<file path="src/rtl/aha_tlx_fwd_dl_rx_if.sv">
// TLX forward-channel receive bundle: payload in, credit return out,
// buffered AXI-Stream out plus status.
interface aha_tlx_fwd_dl_rx_if #(
  parameter int DATA_W = 40,
  parameter int LVL_W  = 4
);
  logic              TLX_FWD_PAYLOAD_TVALID;
  logic              TLX_FWD_PAYLOAD_TREADY;
  logic [DATA_W-1:0] TLX_FWD_PAYLOAD_TDATA;
  logic              TLX_FWD_FLOW_TVALID;
  logic              TLX_FWD_FLOW_TREADY;
  logic [1:0]        TLX_FWD_FLOW_TDATA;
  logic              M_TVALID;
  logic              M_TREADY;
  logic [DATA_W-1:0] M_TDATA;
  logic [LVL_W-1:0]  FIFO_LEVEL;
  logic              OVERFLOW_ERR;

  modport slave (
    input  TLX_FWD_PAYLOAD_TVALID,
    input  TLX_FWD_PAYLOAD_TDATA,
    input  TLX_FWD_FLOW_TREADY,
    input  M_TREADY,
    output TLX_FWD_PAYLOAD_TREADY,
    output TLX_FWD_FLOW_TVALID,
    output TLX_FWD_FLOW_TDATA,
    output M_TVALID,
    output M_TDATA,
    output FIFO_LEVEL,
    output OVERFLOW_ERR
  );

  modport master (
    output TLX_FWD_PAYLOAD_TVALID,
    output TLX_FWD_PAYLOAD_TDATA,
    output TLX_FWD_FLOW_TREADY,
    output M_TREADY,
    input  TLX_FWD_PAYLOAD_TREADY,
    input  TLX_FWD_FLOW_TVALID,
    input  TLX_FWD_FLOW_TDATA,
    input  M_TVALID,
    input  M_TDATA,
    input  FIFO_LEVEL,
    input  OVERFLOW_ERR
  );
endinterface

</file>
<file path="src/rtl/aha_tlx_fwd_dl_rx.sv">
// TLX forward receive data link: credit-gated payload FIFO with
// first-word-fall-through output and batched credit return.
module aha_tlx_fwd_dl_rx #(
  parameter int FIFO_DEPTH = 8,
  parameter int DATA_W     = 40
) (
  input  logic               TLX_CLK,
  input  logic               TLX_RESET,
  aha_tlx_fwd_dl_rx_if.slave bus
);
  localparam int AW = $clog2(FIFO_DEPTH);
  localparam int LW = AW + 1;

  typedef enum logic {IDLE, SEND} flow_st_e;

  logic [DATA_W-1:0] mem [FIFO_DEPTH];
  logic [AW-1:0]     wr_ptr;
  logic [AW-1:0]     rd_ptr;
  logic [LW-1:0]     level;
  logic [LW-1:0]     pending;
  logic [LW-1:0]     pending_n;
  logic [1:0]        fdata;
  logic [1:0]        fdata_n;
  flow_st_e          st;
  flow_st_e          st_n;
  logic              ready_q;
  logic              ovf;
  logic              full;
  logic              push;
  logic              wr_en;
  logic              pop;
  logic              flow_hs;

  function automatic logic [1:0] cap3(
    input logic [LW-1:0] v
  );
    return (v >= LW'(3)) ? 2'd3 : v[1:0];
  endfunction

  assign full    = (level == LW'(FIFO_DEPTH));
  assign push    = bus.TLX_FWD_PAYLOAD_TVALID & ready_q;
  assign wr_en   = push & ~full;
  assign pop     = (level != '0) & bus.M_TREADY;
  assign flow_hs = (st == SEND) & bus.TLX_FWD_FLOW_TREADY;

  // Loaded credit value stays frozen while a beat waits for ready.
  always_comb begin
    st_n      = st;
    fdata_n   = fdata;
    pending_n = pending + LW'(pop);
    unique case (st)
      IDLE: begin
        if (pending != '0) begin
          st_n    = SEND;
          fdata_n = cap3(pending);
        end
      end
      SEND: begin
        if (flow_hs) begin
          pending_n = pending - LW'(fdata) + LW'(pop);
          if (pending_n != '0) fdata_n = cap3(pending_n);
          else                 st_n    = IDLE;
        end
      end
    endcase
  end

  always_ff @(posedge TLX_CLK or posedge TLX_RESET) begin
    if (TLX_RESET) begin
      ready_q <= 1'b0;
      st      <= IDLE;
      fdata   <= 2'd0;
      pending <= LW'(FIFO_DEPTH);
      level   <= '0;
      wr_ptr  <= '0;
      rd_ptr  <= '0;
      ovf     <= 1'b0;
    end else begin
      ready_q <= 1'b1;
      st      <= st_n;
      fdata   <= fdata_n;
      pending <= pending_n;
      level   <= level + LW'(wr_en) - LW'(pop);
      if (wr_en) wr_ptr <= wr_ptr + 1'b1;
      if (pop)   rd_ptr <= rd_ptr + 1'b1;
      if (push & full) ovf <= 1'b1;
    end
  end

  always_ff @(posedge TLX_CLK) begin
    if (wr_en) mem[wr_ptr] <= bus.TLX_FWD_PAYLOAD_TDATA;
  end

  assign bus.TLX_FWD_PAYLOAD_TREADY = ready_q;
  assign bus.TLX_FWD_FLOW_TVALID    = (st == SEND);
  assign bus.TLX_FWD_FLOW_TDATA     = fdata;
  assign bus.M_TVALID               = (level != '0);
  assign bus.M_TDATA                = mem[rd_ptr];
  assign bus.FIFO_LEVEL             = level;
  assign bus.OVERFLOW_ERR           = ovf;
endmodule

</file>
<file path="src/flat_wrapper.sv">
// flat-port wrapper written by rule: the top's interface ports become plain ports
module aha_tlx_fwd_dl_rx_flat 
#(
  parameter int FIFO_DEPTH = 8,
  parameter int DATA_W     = 40
)
  (TLX_CLK, TLX_RESET, bus_TLX_FWD_PAYLOAD_TVALID, bus_TLX_FWD_PAYLOAD_TDATA, bus_TLX_FWD_FLOW_TREADY, bus_M_TREADY, bus_TLX_FWD_PAYLOAD_TREADY, bus_TLX_FWD_FLOW_TVALID, bus_TLX_FWD_FLOW_TDATA, bus_M_TVALID, bus_M_TDATA, bus_FIFO_LEVEL, bus_OVERFLOW_ERR);
  aha_tlx_fwd_dl_rx_if #(.DATA_W(DATA_W), .LVL_W((4))) bus_i ();
  input  logic TLX_CLK;
  input  logic TLX_RESET;
  input wire logic [$bits(bus_i.TLX_FWD_PAYLOAD_TVALID)-1:0] bus_TLX_FWD_PAYLOAD_TVALID;
  input wire logic [$bits(bus_i.TLX_FWD_PAYLOAD_TDATA)-1:0] bus_TLX_FWD_PAYLOAD_TDATA;
  input wire logic [$bits(bus_i.TLX_FWD_FLOW_TREADY)-1:0] bus_TLX_FWD_FLOW_TREADY;
  input wire logic [$bits(bus_i.M_TREADY)-1:0] bus_M_TREADY;
  output wire logic [$bits(bus_i.TLX_FWD_PAYLOAD_TREADY)-1:0] bus_TLX_FWD_PAYLOAD_TREADY;
  output wire logic [$bits(bus_i.TLX_FWD_FLOW_TVALID)-1:0] bus_TLX_FWD_FLOW_TVALID;
  output wire logic [$bits(bus_i.TLX_FWD_FLOW_TDATA)-1:0] bus_TLX_FWD_FLOW_TDATA;
  output wire logic [$bits(bus_i.M_TVALID)-1:0] bus_M_TVALID;
  output wire logic [$bits(bus_i.M_TDATA)-1:0] bus_M_TDATA;
  output wire logic [$bits(bus_i.FIFO_LEVEL)-1:0] bus_FIFO_LEVEL;
  output wire logic [$bits(bus_i.OVERFLOW_ERR)-1:0] bus_OVERFLOW_ERR;
  assign bus_i.TLX_FWD_PAYLOAD_TVALID = bus_TLX_FWD_PAYLOAD_TVALID;
  assign bus_i.TLX_FWD_PAYLOAD_TDATA = bus_TLX_FWD_PAYLOAD_TDATA;
  assign bus_i.TLX_FWD_FLOW_TREADY = bus_TLX_FWD_FLOW_TREADY;
  assign bus_i.M_TREADY = bus_M_TREADY;
  assign bus_TLX_FWD_PAYLOAD_TREADY = bus_i.TLX_FWD_PAYLOAD_TREADY;
  assign bus_TLX_FWD_FLOW_TVALID = bus_i.TLX_FWD_FLOW_TVALID;
  assign bus_TLX_FWD_FLOW_TDATA = bus_i.TLX_FWD_FLOW_TDATA;
  assign bus_M_TVALID = bus_i.M_TVALID;
  assign bus_M_TDATA = bus_i.M_TDATA;
  assign bus_FIFO_LEVEL = bus_i.FIFO_LEVEL;
  assign bus_OVERFLOW_ERR = bus_i.OVERFLOW_ERR;
  aha_tlx_fwd_dl_rx #(.FIFO_DEPTH(FIFO_DEPTH), .DATA_W(DATA_W)) u_core (.TLX_CLK(TLX_CLK), .TLX_RESET(TLX_RESET), .bus(bus_i));
endmodule
</file>
<file path="config.mk">
export PLATFORM = sky130hd
export DESIGN_NAME = aha_tlx_fwd_dl_rx_flat
export DESIGN_NICKNAME = d
export VERILOG_FILES = /design/src/rtl/aha_tlx_fwd_dl_rx_if.sv /design/src/rtl/aha_tlx_fwd_dl_rx.sv /design/src/flat_wrapper.sv
export SDC_FILE = /design/constraint.sdc
export NUM_CORES = 1
export LEC_CHECK = 0
export BUFFER_PORTS_ARGS = -buffer_cell sky130_fd_sc_hd__buf_2
export CAP_MARGIN = 20
export CORE_ASPECT_RATIO = 2
export CORE_MARGIN = 10
export CORE_UTILIZATION = 50
export DETAILED_ROUTE_END_ITERATION = 10
export GPL_ROUTABILITY_DRIVEN = 0
export PLACE_DENSITY_LB_ADDON = 0.05
export SLEW_MARGIN = 10
export SYNTH_ARGS = -nofsm -noshare
export SYNTH_HDL_FRONTEND = slang
export SYNTH_SLANG_ARGS = --single-unit
</file>
<file path="constraint.sdc">
create_clock -name TLX_CLK -period 6 [get_ports TLX_CLK]
set_clock_uncertainty 0.05 [all_clocks]
set_input_delay 1.2 -clock TLX_CLK [delete_from_list [all_inputs] [get_ports TLX_CLK]]
set_output_delay 1.2 -clock TLX_CLK [all_outputs]
set_load 0.005 [all_outputs]
</file>
==> results.json, run 1 <==
{
  "status": "completed",
  "antenna_left": 0,
  "syn_area_per_cell_um2": 22.9,
  "initial_utilization_pct": 50.6,
  "yosys.cell_types.count": 36,
  "hp-start": "u_core.bus.OVERFLOW_ERR",
  "max_cap_viol_count": 0,
  "setup_tns_ns": 0,
  "multiInputGateArea_um2": 3290,
  "hold_class": "flip-flop to flip-flop",
  "cts-htree-levels": 1,
  "crit_family": "flip-flops",
  "ys.flop_type": "edfxtp_1",
  "finalCriticalPeriod_ns": 4.36,
  "netlist_instances": 591,
  "die_w_um": 136,
  "rsz0062_at_grt": "false",
  "top_usage_layer": "met2",
  "yosysSeqAreaShare_pct": 74.4,
  "cts_setup_buffers": 0,
  "rows": 85,
  "slew_headroom_pct": 39.7,
  "power.density_nw_per_um2": 447,
  "worstSetupStartpointType": "flip-flop",
  "final_common_cell": "edfxtp_1",
  "cts_buffers": 29,
  "worstPathBufferInverterCount": 2,
  "arrival_ns": 3.11,
  "async_flop_share_pct": 5.60,
  "worstRegToRegCells": 12,
  "tightest_slew_ns": 0.902,
  "vdd_ir_drop_max_v": 0.000280,
  "clkTransAtPathRegs_ns": 0.07,
  "post_cts_resized": 0,
  "synthesis.nets": 655,
  "worstSetupPathType": "flip-flop to primary output",
  "fillers": 2060,
  "gr-usage-all-layers_pct": 15.7,
  "wl_per_cell_um": 24.9,
  "crit_path_top_delay_cell": "dfrtp_4",
  "area_growth_pct": 13.7,
  "firstDrtPassIters": 7,
  "die_y_um": 253,
  "p_leak_nw": 5.42,
  "core_area_um2": 26800,
  "grt_pass1_wl_mm": 40.7,
  "cp-end-kind": "primary output",
  "cts_tree": "yes",
  "via_per_inst": 5.71,
  "port_buffers": 94,
  "cp_cell_sequence": "buf_4 -> mux4_1 -> mux2_2 -> buf_2",
  "grt_max_degree": 58,
  "vias": 6154,
  "grt_overflow": 0,
  "synth_edf_count": 320,
  "met3_usage_pct": 2.34,
  "min_path_cells": 1,
  "grt_pass1_vias": 6706,
  "finalCritPeriodShare_pct": 72.7,
  "setup_viol": 0,
  "dp_hpwl_mm": 16.0,
  "r2r_setup_slack_ns": 2.91,
  "ys_warn_count": 0,
  "cpPeakStageDelay_ns": 0.97,
  "n_antenna_cell": 0,
  "cts_hold_buf": 0,
  "ys_ff_latch": 339,
  "seq_area_um2": 10100,
  "r2r-end": "u_core.bus.TLX_FWD_FLOW_TDATA[1]",
  "cts.sinks": 339,
  "pin_count": 95,
  "antenna_found_initial": 1,
  "r2r-start": "u_core.bus.FIFO_LEVEL[2]",
  "use_met1_pct": 18.2,
  "clk_path_buf_depth": 3,
  "place_area_um2": 14500,
  "cp_max_fo": 49,
  "fmax_mhz": 229,
  "layout_common_cells": "edfxtp_1 (320), buf_2 (94), mux4_1 (79)",
  "hold_ws_ns": 0.430,
  "whs_endpoint": "u_core.bus.OVERFLOW_ERR",
  "final_cell_area_um2": 15400,
  "drc": 0,
  "grt_util_met2_pct": 28.6,
  "drt_iter0_drc": 322,
  "drive_gt1_share_pct": 28.1,
  "clk_latency_ns": 0.55,
  "slew_viol_final": 0,
  "crit_required_ns": 4.75,
  "drt_wl_total_mm": 26.9,
  "cts-root-buf": "clkbuf_16",
  "startpoint": "u_core.rd_ptr[0]",
  "final_hold_viol_count": 0,
  "netlist_area_um2": 13600,
  "final_nets": 773,
  "die_area_um2": 34500
}
[power by group]
part | switching [mW] | internal, mW
registers | 0.252 | 2.84
clock network | 0.786 | 1.01
logic | 0.944 | 1.07
[through the flow]
| stage | std cells | total power, mW | setup WS [ns] | util, % |
|---|---|---|---|---|
| global route | 1077 | 7.26 | 1.51 | 57.5 |
| finish | 1077 | 6.90 | 1.64 | 57.5 |
| global placement | 1024 | 5.14 | 2.19 | 54.0 |
| CTS | 1075 | 7.01 | 1.58 | 57.4 |
| detailed placement | 1024 | 5.20 | 2.11 | 54.0 |
| floorplan | 591 | 4.46 | 0.963 | - |
[area by class of cell]
class	count	share of cell area, %
inverters	21	0.511
clock inverters	16	0.957
multi-input cells	208	21.4
clock buffers	35	4.85
repair buffers	110	4.04
flip-flops and latches	339	65.5
well taps	348	2.82
[state kept, by name (all words and copies together), names as in the netlist]
signal / count
u_core.bus.FIFO_LEVEL: 4
u_core.bus.OVERFLOW_ERR: 1
u_core.bus.TLX_FWD_FLOW_TDATA: 2
u_core.bus.TLX_FWD_FLOW_TVALID: 1
u_core.bus.TLX_FWD_PAYLOAD_TREADY: 1
u_core.mem: 320
u_core.pending: 4
u_core.rd_ptr: 3
u_core.wr_ptr: 3
[how the worst max path moves through the flow]
stage                     cells past startpoint                to  slack (ns)
after global placement                        4   bus_M_TDATA[34]        2.19
after global routing                          4   bus_M_TDATA[34]        1.51
after floorplan                               4  u_core.mem[0][0]        0.96
final                                         4   bus_M_TDATA[34]        1.64
after detailed placement                      6  u_core.mem[2][9]        2.11
after CTS                                     4   bus_M_TDATA[34]        1.58
[worst register-to-register path: cells and delay by family (launching register included)]
family          cells  cell delay, ns
mux                 1            0.19
compound gates      2            0.57
simple gates        3            0.54
fa+ha+maj           3            0.94
flops               1            0.34
buf+inv             3            0.36
[per-layer routing]
layer	share of wire, %	vias to the layer above
met5	0.033	-
met4	2.5	2
met3	4.0	39
met2	55	145
met1	38	3230
li1	-	2738
[cells in the mapped netlist (2+ instances only)]
master	n	share of area, %
a211oi_1	2	0.11
a21o_1	2	0.11
a21oi_1	5	0.18
buf_1	6	0.17
buf_6	9	0.75
clkbuf_1	7	0.19
dfrtp_1	18	3.3
edfxtp_1	320	71
fa_1	2	0.30
ha_1	17	1.6
inv_1	21	0.58
mux2_2	43	3.6
mux4_1	79	15
nand2_1	10	0.28
nand2b_1	5	0.23
nand3_1	2	0.074
nor2_1	8	0.22
nor3_1	2	0.074
nor3b_1	2	0.11
o21ai_0	6	0.22
xnor2_1	6	0.39
xor2_1	5	0.32
[cell families after synthesis]
group           after synthesis  share of synthesized area (%)
other cells                   1                         0.0277
fa+ha+maj                    19                           1.86
mux                         124                           19.1
simple gates                 32                           1.15
buf+inv                      44                           1.73
xor+xnor                     11                          0.711
flops                       339                           74.4
compound gates               21                           1.02
Power figures use the tool's default switching activity.
==> run 2: changes to the inputs <==
Clock period 6 ns to 4.21 ns, I/O delays scaled along.
==> run 2 against run 1 <==
Compared with the run above:
- final cell count rose by 0.93%
- combinational power rose by 44%
- largest power group unchanged
- hold slack got worse by 0.055 ns
- register-to-register slack got worse by 1.5 ns
- sequential share of layout area is 0.93 points lower
- first-iteration DRC count grew 8.7%
- flip-flop and latch count stayed put
- sequential power rose by 41%
- setup slack lost 0.93 ns
- critical endpoint is now bus_M_TDATA[30]
- die area unchanged
==> results.json, run 2 (synthesis gave the netlist of run 1 again) <==
{
  "status": "completed",
  "r2r-end": "u_core.bus.TLX_FWD_FLOW_TDATA[1]",
  "cts_buffers": 31,
  "vias": 6133,
  "vdd_ir_drop_max_v": 0.000472,
  "finalCriticalPeriod_ns": 3.50,
  "cts-root-buf": "clkbuf_16",
  "cts.sinks": 339,
  "pin_count": 95,
  "cts_setup_buffers": 0,
  "slew_headroom_pct": 46.9,
  "layout_common_cells": "edfxtp_1 (320), buf_2 (94), mux4_1 (79)",
  "regMostFlops": "u_core.mem",
  "cp_cell_sequence": "buf_4 -> mux4_1 -> mux2_2 -> buf_2",
  "max_cap_viol_count": 0,
  "via_per_inst": 5.64,
  "dp_hpwl_mm": 16.1,
  "clk_latency_ns": 0.56,
  "place_area_um2": 14600,
  "crit_required_ns": 3.32,
  "largest_reg_flops": 320,
  "area_growth_pct": 15.4,
  "antenna_found_initial": 1,
  "die_w_um": 136,
  "p_leak_nw": 5.52,
  "final_cell_area_um2": 15600,
  "core_area_um2": 26800,
  "routed.top_layer": "met5",
  "setup_tns_ns": 0,
  "grt_pass1_wl_mm": 40.5,
  "rsz0062_at_grt": "false",
  "rows": 85,
  "slew_viol_final": 0,
  "fmax_mhz": 286,
  "cpPeakStageDelay_ns": 0.83,
  "grt_pass1_vias": 6899,
  "wl_met3_mm": 1.08,
  "port_buffers": 94,
  "clkTransAtPathRegs_ns": 0.06,
  "worstSetupStartpointType": "flip-flop",
  "setup_viol": 0,
  "crit_path_top_delay_cell": "dfrtp_4",
  "seq_area_um2": 10100,
  "cts_tree": "yes",
  "antenna_left": 0,
  "clk_path_buf_depth": 3,
  "firstDrtPassIters": 4,
  "drc": 0,
  "fillers": 2036,
  "grt_overflow": 0,
  "tightest_slew_ns": 0.796,
  "hold_ws_ns": 0.375,
  "r2r-start": "u_core.bus.FIFO_LEVEL[2]",
  "placed_cells": 1030,
  "multiInputGateArea_um2": 3310,
  "drt_wl_total_mm": 26.6,
  "r2r_setup_slack_ns": 1.46,
  "final_cells": 1087,
  "final_common_cell": "edfxtp_1",
  "met1_length_mm": 9.85,
  "die_y_um": 253,
  "gr-usage-all-layers_pct": 15.6,
  "final_nets": 779,
  "initial_utilization_pct": 50.6,
  "n_antenna_cell": 0,
  "post_cts_resized": 0,
  "cts_hold_buf": 0,
  "arrival_ns": 2.61,
  "final_hold_viol_count": 0,
  "hold_class": "input pin to asynchronous set/reset pin",
  "cp-end-kind": "primary output",
  "worstSetupPathType": "flip-flop to primary output",
  "drive_gt1_share_pct": 29.1,
  "finalCritPeriodShare_pct": 83.2,
  "worstRegToRegCells": 12,
  "die_area_um2": 34500,
  "power.density_nw_per_um2": 645,
  "cp_max_fo": 45,
  "cts-htree-levels": 1,
  "drt_iter0_drc": 350,
  "grt_max_degree": 55,
  "wl_per_cell_um": 24.5,
  "wl_met2_mm": 15.1
}
[run 2: metal layers]
| layer | track usage [%] | vias up |
|---|---|---|
| met5 | 0 | - |
| met4 | 4.40 | 2 |
| met3 | 2.74 | 36 |
| met2 | 29.6 | 111 |
| met1 | 17.1 | 3232 |
| li1 | - | 2752 |
[run 2: where the power goes]
group	total [mW]	leakage [nW]	internal, mW	switching [mW]
Sequential	4.35	3.10	4.04	0.311
Clock	2.83	0.505	1.65	1.18
Combinational	2.90	1.91	1.55	1.35
[run 2: layout make-up]
cell class                      instances  share of cell area, %
Clock buffer                           35                   5.05
Clock inverter                         22                   1.55
Inverter                               21                  0.504
Multi-Input combinational cell        208                   21.1
Sequential cell                       339                   64.5
Tap cell                              348                   2.78
Timing Repair Buffer                  114                   4.45
[run 2: worst max-delay path, delay by kind of cell (launching register included)]
kind	cells	cell delay [ns]
flops	1	0.83
buf+inv	2	0.52
mux	2	0.67
[run 2: per-stage QoR]
stage          util, %  power [mW]  setup slack, ns
4_1_cts           58.4        10.3            0.634
5_1_grt           58.4        10.7            0.591
3_5_place_dp      54.5        7.42             1.11
6_report          58.4        10.1            0.709
3_3_place_gp      54.5        7.37             1.23
2_1_floorplan        -        6.35            0.599
[run 2: worst max path at each step]
stage / from / end / slack (ns) / depth (start not counted)
2_1_floorplan: bus_TLX_FWD_PAYLOAD_TVALID / u_core.mem[6][0] / 0.60 / 4
3_3_place_gp: bus_TLX_FWD_PAYLOAD_TVALID / u_core.mem[3][10] / 1.23 / 6
3_5_place_dp: bus_TLX_FWD_PAYLOAD_TVALID / u_core.mem[2][17] / 1.11 / 6
4_1_cts: u_core.rd_ptr[1] / bus_M_TDATA[30] / 0.63 / 4
5_1_grt: u_core.rd_ptr[1] / bus_M_TDATA[6] / 0.59 / 4
6_report: u_core.rd_ptr[1] / bus_M_TDATA[30] / 0.71 / 4
==> run 3: changes to the inputs <==
Clock period 4.21 ns to 3.6 ns, I/O delays scaled along.
==> run 3 against run 2 <==
Compared with the run above:
- count of clock-buffer cells in the layout is 1 higher
- setup slack worse by 0.46 ns
- critical path type unchanged
- sequential share of layout area is 0.49 points lower
==> results.json, run 3 (synthesis gave the netlist of run 1 again) <==
{
  "initial_utilization_pct": 50.6,
  "drt_iter0_drc": 303,
  "grt_overflow": 0,
  "drive_gt1_share_pct": 29.5,
  "firstDrtPassIters": 4,
  "area_growth_pct": 16.3,
  "gr-usage-all-layers_pct": 15.8,
  "antenna_found_initial": 2,
  "largest_reg_flops": 320,
  "via_per_inst": 5.68,
  "p_seq_share_pct": 43.2,
  "post_cts_resized": 0,
  "worstSetupPathType": "flip-flop to primary output",
  "cts.sinks": 339,
  "pwr-share-comb_pct": 29.3,
  "cts_hold_buf": 0,
  "r2r_setup_slack_ns": 0.77,
  "clk_latency_ns": 0.56,
  "cts-htree-levels": 1,
  "setup_viol": 0,
  "pin_count": 95,
  "cts-root-buf": "clkbuf_16",
  "rsz0062_at_grt": "false",
  "worstSetupStartpointType": "flip-flop",
  "antenna_left": 0,
  "cts_buffers": 30,
  "final_nets": 782,
  "p_leak_nw": 5.56,
  "tightest_slew_ns": 0.816,
  "clk_path_buf_depth": 3,
  "dp_hpwl_mm": 16.6,
  "n_antenna_cell": 0,
  "p_int_mw": 8.54,
  "core_area_um2": 26800,
  "cp_cell_sequence": "buf_4 -> mux4_1 -> mux2_2 -> buf_2",
  "slew_viol_final": 0,
  "grt_pass1_vias": 6837,
  "drt_wl_total_mm": 27.0,
  "clkTransAtPathRegs_ns": 0.06,
  "cts_tree": "yes",
  "finalCritPeriodShare_pct": 93.1,
  "arrival_ns": 2.58,
  "pwr-share-clk_pct": 27.5,
  "vias": 6184,
  "hold_class": "input pin to asynchronous set/reset pin",
  "cpPeakStageDelay_ns": 0.84,
  "die_area_um2": 34500,
  "max_cap_viol_count": 0,
  "die_w_um": 136,
  "layout_common_cells": "edfxtp_1 (320), buf_2 (94), mux4_1 (79)",
  "setup_tns_ns": 0,
  "slew_headroom_pct": 45.6,
  "wl_per_cell_um": 24.8,
  "die_y_um": 253,
  "drc": 0,
  "final_hold_viol_count": 0,
  "grt_pass1_wl_mm": 40.7,
  "crit_required_ns": 2.83,
  "port_buffers": 94,
  "grt_max_degree": 47,
  "rows": 85,
  "post-route-util_pct": 58.8,
  "switching_power_mw": 3.32,
  "fmax_mhz": 298,
  "fillers": 1974,
  "multiInputGateArea_um2": 3310,
  "vdd_ir_drop_max_v": 0.000469,
  "cp_max_fo": 46,
  "final_common_cell": "edfxtp_1",
  "finalCriticalPeriod_ns": 3.35,
  "cp-end-kind": "primary output",
  "regMostFlops": "u_core.mem",
  "status": "completed",
  "switching_share_pct": 28.0,
  "crit_path_top_delay_cell": "dfrtp_4",
  "seq_area_um2": 10100,
  "power.density_nw_per_um2": 753
}
run 3: cell count changes in the layout (fill, tap and decap cells not counted), sizes merged:
cell	delta
clkbuf	+1
inv	+1
buf	+4
clkinv	-5
run 3: final cells by class:
cell class | instances | area share, %
multi-input cells | 208 | 21.0
inverters | 21 | 0.500
clock buffers | 36 | 5.04
well taps | 348 | 2.76
flip-flops and latches | 339 | 64.0
clock inverters | 18 | 1.37
repair buffers | 118 | 5.32
run 3: worst max-delay path: cells and delay by family (launching register included):
kind,cells,cell delay [ns]
buffers and inverters,2,0.53
flip-flops,1,0.84
multiplexers,2,0.63
run 3: path summary, 6_finish.rpt:
check,from,to,depth (start not counted)
max,u_core.rd_ptr[1],bus_M_TDATA[29],4
min,TLX_RESET,u_core.bus.TLX_FWD_FLOW_TDATA[1],2
max reg2reg,u_core.bus.FIFO_LEVEL[2],u_core.bus.TLX_FWD_FLOW_TDATA[1],12
min reg2reg,u_core.bus.OVERFLOW_ERR,u_core.bus.OVERFLOW_ERR,1
max in group asynchronous,TLX_RESET,u_core.rd_ptr[0],2
min in group TLX_CLK,bus_TLX_FWD_PAYLOAD_TVALID,u_core.bus.OVERFLOW_ERR,2
run 3: layer usage:
metal,vias up,wire length (um),global-route usage (%)
met1,3250,10000,17.6
met3,36,1120,2.44
met4,2,505,4.34
met5,-,13,0
li1,2771,-,-
met2,125,15300,30.1
run 3: metrics by stage:
step | power [mW] | worst slack [ns] | hold WS [ns] | cell area [um2] | instances
final | 11.9 | 0.249 | 0.264 | 15800 | 1088
after global placement | 8.62 | 0.645 | 0.398 | 14700 | 1033
after detailed placement | 8.76 | 0.605 | 0.410 | 14700 | 1033
after floorplan | 7.43 | 0.111 | 0.410 | 13600 | 591
after CTS | 12.1 | 0.168 | 0.278 | 15800 | 1088
after global routing | 12.5 | 0.123 | 0.311 | 15800 | 1088
run 3: what timing repair did:
| item | CTS | global route |
|---|---|---|
| setup endpoints to repair | 2 | 0 |
| setup buffers | 1 | 0 |
| endpoints found under the hold margin | 0 | 0 |
run 3: power groups by stage:
| stage | Sequential, mW | Clock (mW) | Combinational, mW |
|---|---|---|---|
| final | 5.12 | 3.26 | 3.48 |
| after floorplan | 4.93 | 0 | 2.49 |
| after detailed placement | 5.26 | 0 | 3.50 |
| after global routing | 5.17 | 3.50 | 3.86 |
| after CTS | 5.14 | 3.33 | 3.60 |
| after global placement | 5.22 | 0 | 3.40 |
